[src/rtl/vco_freq_ctrl_pkg.sv]
// vco_freq_ctrl_pkg: shared state encoding, default parameters and error type for the VCO frequency loop
package vco_freq_ctrl_pkg;
    typedef enum logic [2:0] {IDLE, ALIGN, MEASURE, ADJUST, LOCKED} state_e;
    localparam int unsigned DEF_CNT_W    = 16;
    localparam int unsigned DEF_TOL      = 1;
    localparam int unsigned DEF_LOCK_CNT = 4;
    localparam int unsigned DEF_MAX_STEP = 8;
    typedef logic signed [DEF_CNT_W:0] err_t;
endpackage

[src/rtl/ref_edge_sync.sv]
// ref_edge_sync: two-flop synchronizer for the reference clock plus a one-cycle rising-edge pulse
module ref_edge_sync (
    input  logic clk_o,
    input  logic arst_ni,
    input  logic ref_clk_i,
    output logic ref_edge_o
);
    logic [2:0] sync_q;
    always_ff @(posedge clk_o or negedge arst_ni)
        if (!arst_ni) sync_q <= '0;
        else sync_q <= {sync_q[1:0], ref_clk_i};
    assign ref_edge_o = sync_q[1] & ~sync_q[2];
endmodule

[src/rtl/vco_freq_ctrl.sv]
// vco_freq_ctrl: digital PLL loop trimming the VCO until clk_o cycles per reference period match the target
module vco_freq_ctrl
    import vco_freq_ctrl_pkg::*;
#(
    parameter int unsigned CNT_W    = DEF_CNT_W,
    parameter int unsigned TOL      = DEF_TOL,
    parameter int unsigned LOCK_CNT = DEF_LOCK_CNT,
    parameter int unsigned MAX_STEP = DEF_MAX_STEP
) (
    input  logic             arst_ni,
    input  logic             clk_o,
    input  logic             ref_clk_i,
    input  logic [CNT_W-1:0] cfg_mult_i,
    input  logic             cfg_valid_i,
    output logic             cfg_ready_o,
    output logic             freq_incr_o,
    output logic             freq_decr_o,
    output logic             stable_cfg_o,
    output logic             locked_o,
    output logic             ref_lost_o,
    output logic [CNT_W-1:0] meas_o
);
    localparam int unsigned LW = $clog2(LOCK_CNT + 1);
    localparam int unsigned SW = $clog2(MAX_STEP + 1);

    state_e                state_q, state_d;
    logic [CNT_W-1:0]      cnt_q, tgt_q;
    logic [LW-1:0]         lock_q;
    logic [SW-1:0]         adj_q, step;
    logic signed [CNT_W:0] err;
    logic [CNT_W:0]        err_abs;
    logic                  ref_edge, accept, measuring, meas_done, out_tol, lock_hit, cnt_max, dn_q;

    ref_edge_sync u_sync (
        .clk_o      (clk_o),
        .arst_ni    (arst_ni),
        .ref_clk_i  (ref_clk_i),
        .ref_edge_o (ref_edge)
    );

    assign cfg_ready_o = 1'b1;
    assign accept      = cfg_valid_i;
    assign err         = $signed({1'b0, cnt_q}) - $signed({1'b0, tgt_q});
    assign err_abs     = err[CNT_W] ? $unsigned(-err) : $unsigned(err);
    assign out_tol     = err_abs > (CNT_W+1)'(TOL);
    assign step        = err_abs > (CNT_W+1)'(MAX_STEP) ? SW'(MAX_STEP) : SW'(err_abs);
    assign lock_hit    = lock_q >= LW'(LOCK_CNT - 1);
    assign cnt_max     = &cnt_q;
    assign measuring   = state_q == MEASURE || state_q == LOCKED;
    assign meas_done   = measuring && ref_edge;
    assign freq_incr_o = state_q == ADJUST && !dn_q;
    assign freq_decr_o = state_q == ADJUST && dn_q;

    always_comb begin
        state_d = state_q;
        case (state_q)
            ALIGN:           if (ref_edge) state_d = MEASURE;
            MEASURE, LOCKED: if (ref_edge) state_d = out_tol ? ADJUST : lock_hit ? LOCKED : state_q;
                             else if (cnt_max) state_d = ALIGN;
            ADJUST:          if (adj_q == SW'(1)) state_d = ALIGN;
            default:         ;
        endcase
        if (accept) state_d = ALIGN;
    end

    always_ff @(posedge clk_o or negedge arst_ni)
        if (!arst_ni) state_q <= IDLE;
        else state_q <= state_d;

    // Counter restarts at 1 so the edge cycle itself is counted and a P-cycle period reads P
    always_ff @(posedge clk_o or negedge arst_ni) begin
        if (!arst_ni) begin
            cnt_q        <= '0;
            tgt_q        <= '0;
            meas_o       <= '0;
            lock_q       <= '0;
            adj_q        <= '0;
            dn_q         <= 1'b0;
            locked_o     <= 1'b0;
            ref_lost_o   <= 1'b0;
            stable_cfg_o <= 1'b0;
        end else begin
            stable_cfg_o <= !accept && state_q != IDLE;
            if (accept) begin
                tgt_q      <= cfg_mult_i < CNT_W'(2) ? CNT_W'(2) : cfg_mult_i;
                lock_q     <= '0;
                locked_o   <= 1'b0;
                ref_lost_o <= 1'b0;
            end else if (state_q == ALIGN && ref_edge) begin
                cnt_q <= CNT_W'(1);
            end else if (meas_done) begin
                meas_o     <= cnt_q;
                ref_lost_o <= 1'b0;
                cnt_q      <= CNT_W'(1);
                if (out_tol) begin
                    lock_q   <= '0;
                    locked_o <= 1'b0;
                    adj_q    <= step;
                    dn_q     <= !err[CNT_W];
                end else begin
                    lock_q   <= lock_hit ? LW'(LOCK_CNT) : lock_q + 1'b1;
                    locked_o <= locked_o | lock_hit;
                end
            end else if (measuring) begin
                if (cnt_max) begin
                    ref_lost_o <= 1'b1;
                    lock_q     <= '0;
                    locked_o   <= 1'b0;
                end else begin
                    cnt_q <= cnt_q + 1'b1;
                end
            end else if (state_q == ADJUST) begin
                adj_q <= adj_q - 1'b1;
            end
        end
    end
endmodule
[config.mk]
export PLATFORM = sky130hd
export DESIGN_NAME = vco_freq_ctrl
export DESIGN_NICKNAME = d
export VERILOG_FILES = /design/src/rtl/vco_freq_ctrl_pkg.sv /design/src/rtl/ref_edge_sync.sv /design/src/rtl/vco_freq_ctrl.sv
export SDC_FILE = /design/constraint.sdc
export NUM_CORES = 1
export LEC_CHECK = 0
export BUFFER_PORTS_ARGS = -buffer_cell sky130_fd_sc_hd__buf_2
export CORE_MARGIN = 2
export CORE_UTILIZATION = 65
export CTS_BUF_LIST = sky130_fd_sc_hd__clkbuf_16
export CTS_CLUSTER_SIZE = 28
export DETAILED_ROUTE_END_ITERATION = 12
export PLACE_DENSITY_LB_ADDON = 0.25
export SLEW_MARGIN = 20
export SYNTH_ARGS = -nofsm -noshare
export SYNTH_HDL_FRONTEND = slang
export SYNTH_SLANG_ARGS = --single-unit
export TNS_END_PERCENT = 100
[constraint.sdc]
create_clock -name clk_o -period 7.5 [get_ports clk_o]
set_input_delay 1.5 -clock clk_o [delete_from_list [all_inputs] [get_ports clk_o]]
set_output_delay 1.5 -clock clk_o [all_outputs]
set_load 0.02 [all_outputs]
Word-level counts from Yosys, hierarchy flattened
Cells that the tools add are included.
- register bits after elaboration: 65
- logic and storage cells: 98
- output and inout port bits: 22
- input bits: 20
- reductions and logical operators: 23
- order comparisons: 4
- add/subtract/negate cells: 5
- bitwise gates (word level): 5
- equality and inequality tests: 13
- mux-type cells: 37
- operators with widths (cell ; count):
    2-to-1 mux 16 bit ; 5
    2-to-1 mux 3 bit ; 14
    2-to-1 mux 4 bit ; 5
    greater-than comparator 17 x 1 -> 1 bit, second input constant ; 1
    greater-than comparator 17 x 4 -> 1 bit, second input constant ; 1
    2-to-1 mux 17 bit ; 1
    negation 17 bit ; 1
    subtractor 16 x 16 -> 17 bit ; 1
    adder 16 x 1 -> 16 bit, second input constant ; 1
    less-than comparator 16 x 2 -> 1 bit, second input constant ; 1
    AND reduction 16 bit ; 1
    nonzero test 3 bit ; 4
    2-to-1 mux 1 bit ; 11
    AND reduction 5 bit ; 2
    case mux 3 bit (3 select lines) ; 1
    AND reduction 3 bit ; 3
    == test 3 x 2 -> 1 bit, second input constant ; 2
    inequality test 3 x 2 -> 1 bit, second input constant ; 2
    logical AND 1 bit ; 5
    inequality test 5 bit, second input constant ; 1
    == test 4 x 1 -> 1 bit, second input constant ; 1
    inequality test 2 x 1 -> 1 bit, second input constant ; 2
    inequality test 4 bit, second input constant ; 1
    AND reduction 4 bit ; 1
    15 further kinds ; 19

Longest topological paths before layout
Gate-level depths: netlist of run 1.
- depth after elaboration: 8
- depth in mapped cells: 15
- gate-level depth less buffers: 14

Hierarchy
Synthesis of run 1 repeated with hierarchy kept, for this count alone.
- cell total of the unflattened synthesis: 519
- area, all modules: 4543.1 um2
- modules (own cells, without submodules) (module ; area each (um2) ; cells an instance ; sequential area each (um2) ; times used):
    vco_freq_ctrl ; 4454.3 ; 515 ; 1551.5 ; 1
    ref_edge_sync ; 88.8 ; 4 ; 75.1 ; 1

Worst setup path after synthesis of run 1
OpenSTA, ideal clock, no wires.
- path kind: flip-flop to flip-flop
- start point: register cnt_q[0]
- end point: register dn_q
- stages on the path, launching flop included: 15
- arrival time: 3.657 ns
- data required time: 7.372 ns
- period minus slack after synthesis: 3.784 ns
- library setup time: 0.128 ns
- path buffers: 0
- slack: 3.716 ns
- cell sequence: dfrtp_1 -> inv_1 -> ha_1 -> fa_1 -> nand2b_1 -> a211oi_2 -> o21ai_0 -> and3_1 -> a211oi_1 -> a211o_1 -> a21oi_1 -> o32ai_1 -> nor4_4 -> nor3_2 -> mux2_1
- longest elaborated chain between the ends: 5
- elaborated cells between the ends (all ways): 6
- those cells by class: add/sub (2); order compare (1); mux (1); reduce/logical (2)
- ends and longest elaborated chain (what ; line ; RTL):
    start, declared ; vco_freq_ctrl.sv:27 ; logic [CNT_W-1:0] cnt_q, tgt_q;
    start signal, assigned ; vco_freq_ctrl.sv:110 ; cnt_q <= cnt_q + 1'b1;
    subtractor 16 x 16 -> 17 bit * ; vco_freq_ctrl.sv:43 ; assign err = $signed({1'b0, cnt_q}) - $signed({1'b0, tgt_q});
    negation 17 bit ; vco_freq_ctrl.sv:44 ; assign err_abs = err[CNT_W] ? $unsigned(-err) : $unsigned(err);
    2-to-1 mux 17 bit ; vco_freq_ctrl.sv:44 ;
    greater-than comparator 17 x 1 -> 1 bit ; vco_freq_ctrl.sv:45 ; assign out_tol = err_abs > (CNT_W+1)'(TOL);
    AND reduction 4 bit (no source line) ; - ;
    end signal, assigned ; vco_freq_ctrl.sv:99 ; dn_q <= !err[CNT_W];
    end, declared ; vco_freq_ctrl.sv:32 ; logic ref_edge, accept, measuring, meas_done, out_tol, lock_hit, cnt_max, dn_q;
Mark *: on every way between the ends. The rest lies on a longest branch, timed or not.
A chain may end at the register's enable or synchronous reset.

Worst setup path in the final report of run 1
Ends and elaborated chain as after synthesis.

==> impl_metrics.env, run 1 <==
export IMPL_synth_warnings=0
export IMPL_min_period_over_period_pct=59.68
export IMPL_critPathCapture="dn_q$_DFFE_PN0P_"
export IMPL_via_per_inst=6.516
export IMPL_clkLatencyLatePin_ns=0.33
export IMPL_seq_area_um2=1627
export IMPL_yosys_area_share_simple_pct=22.65
export IMPL_rows=30
export IMPL_hold_path_class="reg2reg"
export IMPL_endpoint_kind="flop"
export IMPL_max_freq_mhz=223.4
export IMPL_reg2reg_from="cnt_q[0]$_DFFE_PN0P_"
export IMPL_synth_top_family_by_area="compound AO/OA/AOI/OAI gates"
export IMPL_p_leak_uw=0.002425
export IMPL_wire_per_inst_um=17.32
export IMPL_cts_hold_repair_buffers=0
export IMPL_grt_pass1_wl_mm=19.11
export IMPL_gp_congestion=0.8999
export IMPL_synth_seq_cells=65
export IMPL_power_uw=1277
export IMPL_grt_setup_unrepaired="no"
export IMPL_drive_above_1_share_pct=15.08
export IMPL_synth_compound_area_share_pct=22.76
export IMPL_slew_violations=0
export IMPL_avgSynthCellArea_um2=8.493
export IMPL_synthXorXnorAreaFrac_pct=3.391
export IMPL_final_antenna_net_count=0
export IMPL_synthFlopType="dfrtp_1"
export IMPL_syn_to_final_growth_pct=12.21
export IMPL_antenna_found_initial=0
export IMPL_overflow=0
export IMPL_crit_required_ns=7.71
export IMPL_post_cts_buffers=0
export IMPL_tightest_slew_ns=0.8970
export IMPL_port_buffers=40
export IMPL_ir_worst_vdd_v=0.0002180
export IMPL_synth_cells_most_frequent="dfrtp_1, nand2_1, nor2_1"
export IMPL_grt_use_met1_pct=42.23
export IMPL_cp_max_fo=6
export IMPL_synth_mux_area_share_pct=4.829
export IMPL_start_util_pct=67.51
export IMPL_cts_root_buffer="clkbuf_16"
export IMPL_die_h_um=88.24
export IMPL_io_pins=42
export IMPL_r2r_slack_ns=3.02
export IMPL_max_slew_margin_pct=39.57
export IMPL_fin_tns_setup_ns=0
export IMPL_synthCells=543
export IMPL_grt_max_degree=66
export IMPL_cp_start_kind="flop"
export IMPL_diodes=0
export IMPL_fillerInstances=490
export IMPL_finalSetupViolations=0
export IMPL_wirelength_mm=11.65
export IMPL_synth_top_cell_by_area="dfrtp_1"
export IMPL_clk_pin_slew_ns=0.06
export IMPL_numClockSinks=65
export IMPL_grt_use_total_pct=31.56
export IMPL_ys_async_sr_fraction_pct=100.0
export IMPL_multi_input_area_um2=2773
export IMPL_vias=4385
export IMPL_synth_edf_count=0
export IMPL_synth_seq_area_share_pct=35.27
export IMPL_cts_resized=0
export IMPL_syn_num_nets=586
export IMPL_die_area_um2=7785
export IMPL_top_usage_layer="met2"
export IMPL_mappedNetlistArea_um2=4612
export IMPL_die_w_um=88.24
export IMPL_htree_num_levels=3
export IMPL_fin_ws_ns=3.024
export IMPL_synth_adder_area_share_pct=6.403
export IMPL_finalHoldViolCount=0
export IMPL_clockBufferDepth=2
export IMPL_met3_usage_pct=5.224
export IMPL_use_met2_pct=52.90
export IMPL_skew_ns=0.004500
export IMPL_status="completed"
export IMPL_core_area_um2=6832
export IMPL_remaining_drc_errors=0
export IMPL_critical_path_class="reg2reg"
export IMPL_synthTopCellsByArea="dfrtp_1, ha_1, nand2_1"
export IMPL_worstReg2RegEnd="dn_q$_DFFE_PN0P_"
export IMPL_grt_pass1_vias=4075
export IMPL_cp_startpoint="cnt_q[0]$_DFFE_PN0P_"
export IMPL_period_minus_slack_ns=4.476
export IMPL_dp_hpwl_mm=8.341
export IMPL_power_density_nw_per_um2=246.7
export IMPL_drtPass1Iterations=5
export IMPL_synth_cell_types=73
export IMPL_tritoncts="yes"
export IMPL_preCtsSetupSlack_ns=2.847
export IMPL_rr_worst_depth=14
export IMPL_layout_nets=615
export IMPL_cts_made_buffers=9
export IMPL_crit_arrival_ns=4.68
export IMPL_drv_cap=0
export IMPL_synth_top_area_share_pct=35.27
export IMPL_drtIter0Drc=319
-- worst max-delay path: stages, from the launching register on --
cell       delay, ns
dfrtp_1         0.42
inv_1           0.06
ha_1            0.23
fa_1            0.44
nand2b_1        0.21
a211oi_2        0.41
o21ai_0         0.24
a21oi_1         0.30
a211oi_1        0.16
a2111oi_0       0.53
o211a_1         0.22
o22ai_1         0.13
nor4_4          0.54
nor3_2          0.12
mux2_1          0.34
-- registers in the layout, indices dropped and copies added (netlist names) --
signal / cells
stable_cfg_o: 1
u_sync.sync_q: 3
ref_lost_o: 1
dn_q: 1
cnt_q: 16
locked_o: 1
meas_o: 16
state_q: 3
adj_q: 4
tgt_q: 16
lock_q: 3
-- report_power, final --
part | total, uW | leakage [uW] | switching (uW) | internal [uW]
clock | 471 | 0.000164 | 150 | 321
sequential | 418 | 0.000848 | 35.1 | 383
combinational | 387 | 0.00141 | 245 | 142
-- cell type report --
cell class / instances / share of cell area [%]
Clock buffer: 9 / 4.352
Clock inverter: 7 / 2.128
Inverter: 28 / 2.031
Multi-Input combinational cell: 426 / 53.58
Sequential cell: 65 / 31.43
Tap cell: 96 / 2.321
Timing Repair Buffer: 42 / 4.159
-- metal layers --
metal / wire [um] / up-vias
li1: - / 2055
met1: 4993 / 2115
met2: 5729 / 193
met3: 708 / 22
met4: 221 / 0
met5: 0 / -
-- cells in the final DEF, fill, tap and decap left out, types with 6 or more instances in the layout --
cell / n
xnor2_1: 9
mux2_2: 17
nand3_1: 22
nand2_1: 65
o21ai_0: 43
nor2_1: 47
buf_2: 40
nor3_1: 20
and3_1: 6
o22ai_1: 7
a21o_1: 10
nand4_1: 11
ha_1: 22
o31ai_1: 7
dfrtp_1: 65
clkbuf_16: 9
inv_1: 29
a21oi_1: 27
xor2_1: 7
nor4_1: 8
o21a_1: 7
-- stage by stage --
step                hold slack, ns  cell area, um2  instances  util, %
finish                      0.3529            5175        673    75.75
detailed placement          0.3434            4840        657    70.84
global route                0.3661            5175        673    75.75
CTS                         0.3556            5175        673    75.75
floorplan                   0.3312            4612        543        -
global placement            0.3333            4840        657    70.84
-- kinds of logic (layout without fill, tap and decap cells) --
| group | Yosys count | count (layout) |
|---|---|---|
| flip-flops | 65 | 65 |
| buffers and inverters | 52 | 86 |
| other | 1 | 1 |
| AO/OA/AOI/OAI | 156 | 156 |
| XOR/XNOR | 17 | 17 |
| AND/OR/NAND/NOR | 209 | 209 |
| adder cells (fa/ha/maj) | 23 | 23 |
| multiplexers | 20 | 20 |
-- how the worst min path moves through the flow --
| stage | from | end | slack, ns | cells past startpoint |
|---|---|---|---|---|
| floorplan | u_sync.sync_q[0]$_DFF_PN0_ | u_sync.sync_q[1]$_DFF_PN0_ | 0.33 | 0 |
| global placement | u_sync.sync_q[0]$_DFF_PN0_ | u_sync.sync_q[1]$_DFF_PN0_ | 0.33 | 0 |
| detailed placement | u_sync.sync_q[0]$_DFF_PN0_ | u_sync.sync_q[1]$_DFF_PN0_ | 0.34 | 0 |
| CTS | u_sync.sync_q[0]$_DFF_PN0_ | u_sync.sync_q[1]$_DFF_PN0_ | 0.36 | 0 |
| global route | u_sync.sync_q[0]$_DFF_PN0_ | u_sync.sync_q[1]$_DFF_PN0_ | 0.37 | 0 |
| finish | u_sync.sync_q[0]$_DFF_PN0_ | u_sync.sync_q[1]$_DFF_PN0_ | 0.35 | 0 |
(Power assumes the default switching activity.)
==> run 2, diff against run 1 <==
--- a/config.mk
+++ b/config.mk
@@ -7,7 +7,7 @@
 export LEC_CHECK = 0
 export BUFFER_PORTS_ARGS = -buffer_cell sky130_fd_sc_hd__buf_2
 export CORE_MARGIN = 2
-export CORE_UTILIZATION = 65
+export CORE_UTILIZATION = 55
 export CTS_BUF_LIST = sky130_fd_sc_hd__clkbuf_16
 export CTS_CLUSTER_SIZE = 28
 export DETAILED_ROUTE_END_ITERATION = 12
==> constraint.sdc (replaced) <==
create_clock -name clk_o -period 3.9 [get_ports clk_o]
set_input_delay 0.78 -clock clk_o [delete_from_list [all_inputs] [get_ports clk_o]]
set_output_delay 0.78 -clock clk_o [all_outputs]
set_load 0.02 [all_outputs]
==> run 2 against run 1 <==
  * Fmax increased by 19%
  * Hold slack lost 0.0016 ns
  * Non-clock buffer count is 51 higher
  * Global-route usage shrank 3.4 points
  * Setup slack worse by 2.9 ns
  * Power rose by 96%
  * Clock power increased by 74%
  * Critical endpoint is now state_q[1]$_DFFE_PN0P_
==> impl_metrics.env, run 2 (synthesis gave the netlist of run 1 again) <==
export IMPL_status="completed"
export IMPL_period_minus_slack_ns=3.755
export IMPL_skew_ns=0.006842
export IMPL_stdcell_count=733
export IMPL_crit_required_ns=4.12
export IMPL_stdcell_area_um2=5634
export IMPL_crit_top_cell="buf_4"
export IMPL_pwr_share_comb_pct=35.6
export IMPL_grt_pass1_wl_mm=19.98
export IMPL_grt_use_total_pct=28.15
export IMPL_layout_nets=666
export IMPL_finalHoldViolCount=0
export IMPL_ir_worst_vdd_v=0.0003441
export IMPL_tightest_slew_ns=0.7731
export IMPL_power_density_nw_per_um2=443.4
export IMPL_clk_pin_slew_ns=0.06
export IMPL_crit_chain="inv_1 > ha_2 > fa_2 > nand2b_4 > a211oi_2 > buf_4 > o41a_1 > xor2_1 > a2111o_1 > nand4b_4 > a221oi_2 > o22ai_2 > nor4_4 > buf_4 > nand2_1 > o311a_1"
export IMPL_drtIter0Drc=302
export IMPL_cp_start_kind="flop"
export IMPL_hold_path_class="reg2reg"
export IMPL_slew_violations=0
export IMPL_drive_above_1_share_pct=25.32
export IMPL_power_uw=2498
export IMPL_min_period_over_period_pct=96.28
export IMPL_finalSetupViolations=0
export IMPL_start_util_pct=56.41
export IMPL_place_inst=714
export IMPL_die_area_um2=9134
export IMPL_most_common_layout_cells="nand2_1, dfrtp_1, buf_4, nor2_1, o21ai_0"
export IMPL_top_regs="cnt_q (16), meas_o (16), tgt_q (16)"
export IMPL_port_buffers=40
export IMPL_remaining_drc_errors=0
export IMPL_endpoint_kind="flop"
export IMPL_numClockSinks=65
export IMPL_final_antenna_net_count=0
export IMPL_placed_area_um2=5211
export IMPL_cp_max_fo=6
export IMPL_grt_pass1_vias=4359
export IMPL_p_switching_uw=884.8
export IMPL_antenna_found_initial=0
export IMPL_htree_num_levels=3
export IMPL_crit_slowest_cell="a2111o_1"
export IMPL_vias=4537
export IMPL_p_leak_uw=0.002685
export IMPL_hp_start="u_sync.sync_q[0]$_DFF_PN0_"
export IMPL_crit_arrival_ns=3.97
export IMPL_clkLatencyLatePin_ns=0.33
export IMPL_core_area_um2=8175
export IMPL_gp_congestion=0.9252
export IMPL_internal_power_uw=1614
export IMPL_switching_share_pct=35.41
export IMPL_rows=33
export IMPL_diodes=0
export IMPL_tritoncts="yes"
export IMPL_cts_made_buffers=9
export IMPL_fillerInstances=666
export IMPL_cts_root_buffer="clkbuf_16"
export IMPL_critical_path_class="reg2reg"
export IMPL_syn_to_final_growth_pct=22.16
export IMPL_io_pins=42
export IMPL_max_freq_mhz=266.3
export IMPL_die_w_um=95.57
export IMPL_clockBufferDepth=2
export IMPL_max_slew_margin_pct=48.07
export IMPL_critPathMaxStageDelay_ns=0.48
export IMPL_die_h_um=95.57
export IMPL_wire_per_inst_um=16.83
export IMPL_grt_max_degree=55
export IMPL_overflow=0
export IMPL_power_share_clock_pct=32.8
export IMPL_p_seq_share_pct=31.6
export IMPL_drtPass1Iterations=7
export IMPL_fin_util_pct=68.92
export IMPL_via_per_inst=6.190
export IMPL_drv_cap=0
export IMPL_dp_hpwl_mm=9.025
export IMPL_wirelength_mm=12.34
export IMPL_cp_startpoint="cnt_q[0]$_DFFE_PN0P_"
export IMPL_hold_ws_ns=0.3513
export IMPL_reg2reg_from="cnt_q[0]$_DFFE_PN0P_"
## run 2: stage by stage
| step | setup WS (ns) | setup TNS [ns] |
|---|---|---|
| final | 0.1449 | 0 |
| after global routing | -0.02994 | -0.05932 |
| after CTS | -0.01218 | -0.01218 |
| after detailed placement | -0.03698 | -0.05985 |
| after global placement | -0.02384 | -0.03796 |
| after floorplan | 0.1156 | 0 |
## run 2: critical path, delay by kind of cell, from the launching register on
kind	cells	cell delay (ns)
xor gates and xnor gates	1	0.19
DFF	1	0.39
adders and majority gates	2	0.40
and+or+nand+nor	4	0.55
AOI/OAI and AO/OA	6	1.68
buffers and inverters	3	0.43
## run 2: final timing paths
kind / end / slack, ns / depth (start not counted)
max: state_q[1]$_DFFE_PN0P_ / 0.14 / 16
min: u_sync.sync_q[1]$_DFF_PN0_ / 0.35 / 0
max in group asynchronous: meas_o[5]$_DFFE_PN0P_ / 2.50 / 2
max reg2reg: state_q[1]$_DFFE_PN0P_ / 0.14 / 16
min in group asynchronous: meas_o[10]$_DFFE_PN0P_ / 0.48 / 1
min reg2reg: u_sync.sync_q[1]$_DFF_PN0_ / 0.35 / 0
## run 2: metal layers
| metal | up-vias | track usage [%] | part of all wire, % |
|---|---|---|---|
| li1 | 2159 | - | - |
| met1 | 2159 | 37.27 | 42 |
| met2 | 189 | 45.34 | 49 |
| met3 | 30 | 4.427 | 5.8 |
| met4 | 0 | 12.98 | 2.9 |
| met5 | - | 0 | 0 |
## run 2: cell type report
type / instances / area (um2) / area share [%]
inverters: 28 / 105.1 / 1.865
clock inverters: 7 / 77.57 / 1.377
flip-flops and latches: 65 / 1627 / 28.87
well taps: 105 / 131.4 / 2.332
clock buffers: 9 / 225.2 / 3.997
repair buffers: 93 / 598.1 / 10.62
multi-input cells: 426 / 2870 / 50.94
## run 2: repair_timing
item | CTS | global route
hold buffers | 0 | 0
gates resized for setup | 5 | 19
buffers inserted | 0 | 3
endpoints found under the setup margin | 4 | 12
pin swaps | 1 | 8
## run 2: power groups by stage
stage          Sequential (uW)  Clock [uW]  Combinational, uW
5_1_grt                    798         862                977
3_5_place_dp               800           0                809
6_report                   790         820                888
4_1_cts                    789         827                829
2_1_floorplan              797           0                558
3_3_place_gp               797           0                783
==> run 3, diff against run 2 <==
--- a/config.mk
+++ b/config.mk
@@ -11,7 +11,7 @@
 export CTS_BUF_LIST = sky130_fd_sc_hd__clkbuf_16
 export CTS_CLUSTER_SIZE = 28
 export DETAILED_ROUTE_END_ITERATION = 12
-export PLACE_DENSITY_LB_ADDON = 0.25
+export PLACE_DENSITY = 0.78
 export SLEW_MARGIN = 20
 export SYNTH_ARGS = -nofsm -noshare
 export SYNTH_HDL_FRONTEND = slang
==> run 3 against run 2 <==
  * Flip-flop and latch count stayed put
  * Global-route usage is 0.47 points higher
  * First-iteration DRC count is 34% higher
  * Register-to-register slack worse by 0.07 ns
  * Clock power is 4.3% lower
  * Cell area is 0.20% higher
  * Fmax is 1.9% lower
  * Critical endpoint unchanged
  * Hold slack worse by 0.0040 ns
==> impl_metrics.env, run 3 (synthesis gave the netlist of run 1 again) <==
export IMPL_most_common_layout_cells="dfrtp_1, nand2_1, buf_4, nor2_1, o21ai_0"
export IMPL_grt_pass1_vias=4352
export IMPL_stdcell_area_um2=5645
export IMPL_drive_above_1_share_pct=25.32
export IMPL_cp_depth=14
export IMPL_r2r_slack_ns=0.07
export IMPL_critPathCapture="state_q[1]$_DFFE_PN0P_"
export IMPL_hold_path_class="reg2reg"
export IMPL_grt_max_degree=55
export IMPL_worstReg2RegEnd="state_q[1]$_DFFE_PN0P_"
export IMPL_critical_path_top_delay_family="compound AO/OA/AOI/OAI gates"
export IMPL_top_regs="cnt_q (16), meas_o (16), tgt_q (16)"
export IMPL_fin_util_pct=69.05
export IMPL_drtPass1Iterations=5
export IMPL_drv_cap=0
export IMPL_power_density_nw_per_um2=432.6
export IMPL_remaining_drc_errors=0
export IMPL_final_common_cell="dfrtp_1"
export IMPL_ir_worst_vdd_v=0.0002804
export IMPL_overflow=0
export IMPL_cp_max_fo=6
export IMPL_endpoint_kind="flop"
export IMPL_fin_tns_setup_ns=0
export IMPL_crit_required_ns=4.11
export IMPL_die_area_um2=9134
export IMPL_vias=4523
export IMPL_preCtsSetupSlack_ns=-0.02261
export IMPL_wire_per_inst_um=17.03
export IMPL_port_buffers=40
export IMPL_placed_area_um2=5219
export IMPL_gp_congestion=0.9248
export IMPL_die_h_um=95.57
export IMPL_numClockSinks=65
export IMPL_max_freq_mhz=261.3
export IMPL_worst_path_buf_inv=1
export IMPL_rows=33
export IMPL_skew_ns=0.006706
export IMPL_die_w_um=95.57
export IMPL_antenna_found_initial=0
export IMPL_grt_setup_unrepaired="yes"
export IMPL_period_minus_slack_ns=3.826
export IMPL_wirelength_mm=12.48
export IMPL_finalHoldViolCount=0
export IMPL_syn_to_final_growth_pct=22.41
export IMPL_fillerInstances=640
export IMPL_final_antenna_net_count=0
export IMPL_cts_root_buffer="clkbuf_16"
export IMPL_io_pins=42
export IMPL_cts_made_buffers=9
export IMPL_min_period_over_period_pct=98.12
export IMPL_reg2reg_from="tgt_q[0]$_DFFE_PN0P_"
export IMPL_critPathMaxStageDelay_ns=0.41
export IMPL_diodes=0
export IMPL_tightest_slew_ns=0.7627
export IMPL_finalSetupViolations=0
export IMPL_layout_nets=667
export IMPL_slew_violations=0
export IMPL_dp_hpwl_mm=9.003
export IMPL_tritoncts="yes"
export IMPL_cp_start_kind="flop"
export IMPL_htree_num_levels=3
export IMPL_drtIter0Drc=404
export IMPL_max_slew_margin_pct=48.76
export IMPL_grt_pass1_wl_mm=20.23
export IMPL_crit_slowest_cell="a2111o_1"
export IMPL_critical_path_class="reg2reg"
export IMPL_p_leak_uw=0.002681
export IMPL_clkLatencyLatePin_ns=0.34
export IMPL_fin_ws_ns=0.07351
export IMPL_crit_chain="ha_2 > fa_2 > nand2b_4 > a211oi_4 > o41a_1 > xor2_2 > a2111o_1 > nand4b_4 > a221oi_2 > o22ai_2 > nor4_4 > buf_6 > nand2_2 > o311a_1"
export IMPL_cts_hold_repair_buffers=0
export IMPL_clockBufferDepth=2
export IMPL_cp_startpoint="tgt_q[0]$_DFFE_PN0P_"
export IMPL_status="completed"
export IMPL_crit_arrival_ns=4.04
export IMPL_start_util_pct=56.41
export IMPL_grt_use_total_pct=28.62
export IMPL_via_per_inst=6.171
export IMPL_rr_worst_depth=14
export IMPL_core_area_um2=8175
export IMPL_clk_pin_slew_ns=0.06
-- run 3: area by class of cell --
type                            instances  area [um2]  share of cell area, %
Clock buffer                            9       225.2                  3.989
Clock inverter                          6       60.06                  1.064
Inverter                               28       105.1                  1.862
Multi-Input combinational cell        426        2888                  51.15
Sequential cell                        65        1627                  28.81
Tap cell                              105       131.4                  2.327
Timing Repair Buffer                   94       609.3                  10.79
-- run 3: metrics by stage --
stage,power (uW),hold slack (ns),instances
after floorplan,1356,0.3312,543
after global placement,1580,0.3344,715
after detailed placement,1610,0.3389,715
after CTS,2405,0.3509,730
after global routing,2575,0.3516,733
final,2442,0.3473,733
-- run 3: what timing repair did --
action | in CTS | in global routing
buffers inserted | 0 | 4
resized for setup | 5 | 22
pin swaps | 1 | 8
setup endpoints to repair | 3 | 12
-- run 3: per-layer routing --
metal  wire length, um  vias up  GRT usage, %  share of wire (%)
met5                 0        -             0                  0
met4               421        0         13.69                3.4
met3               494       40         3.241                4.0
met2              6061      154         47.32                 49
met1              5503     2181         37.42                 44
li1                  -     2148             -                  -
-- run 3: worst reg2reg max path: cells and delay by family, from the launching register on --
kind / cells / cell delay, ns
simple gates: 4 / 0.72
compound gates: 6 / 1.75
flops: 1 / 0.38
fa+ha+maj: 2 / 0.54
xor+xnor: 1 / 0.14
buf+inv: 1 / 0.17
-- run 3: power by group --
part,internal [uW],switching (uW)
logic,362,504
clock network,487,298
registers,737,54.3
total,1590,856
-- run 3: how the worst min path moves through the flow --
stage / startpoint / endpoint / slack, ns / cells past startpoint
after floorplan: u_sync.sync_q[0]$_DFF_PN0_ / u_sync.sync_q[1]$_DFF_PN0_ / 0.33 / 0
after global placement: u_sync.sync_q[0]$_DFF_PN0_ / u_sync.sync_q[1]$_DFF_PN0_ / 0.33 / 0
after detailed placement: u_sync.sync_q[0]$_DFF_PN0_ / u_sync.sync_q[1]$_DFF_PN0_ / 0.34 / 0
after CTS: u_sync.sync_q[0]$_DFF_PN0_ / u_sync.sync_q[1]$_DFF_PN0_ / 0.35 / 0
after global routing: u_sync.sync_q[0]$_DFF_PN0_ / u_sync.sync_q[1]$_DFF_PN0_ / 0.35 / 0
final: u_sync.sync_q[0]$_DFF_PN0_ / u_sync.sync_q[1]$_DFF_PN0_ / 0.35 / 0
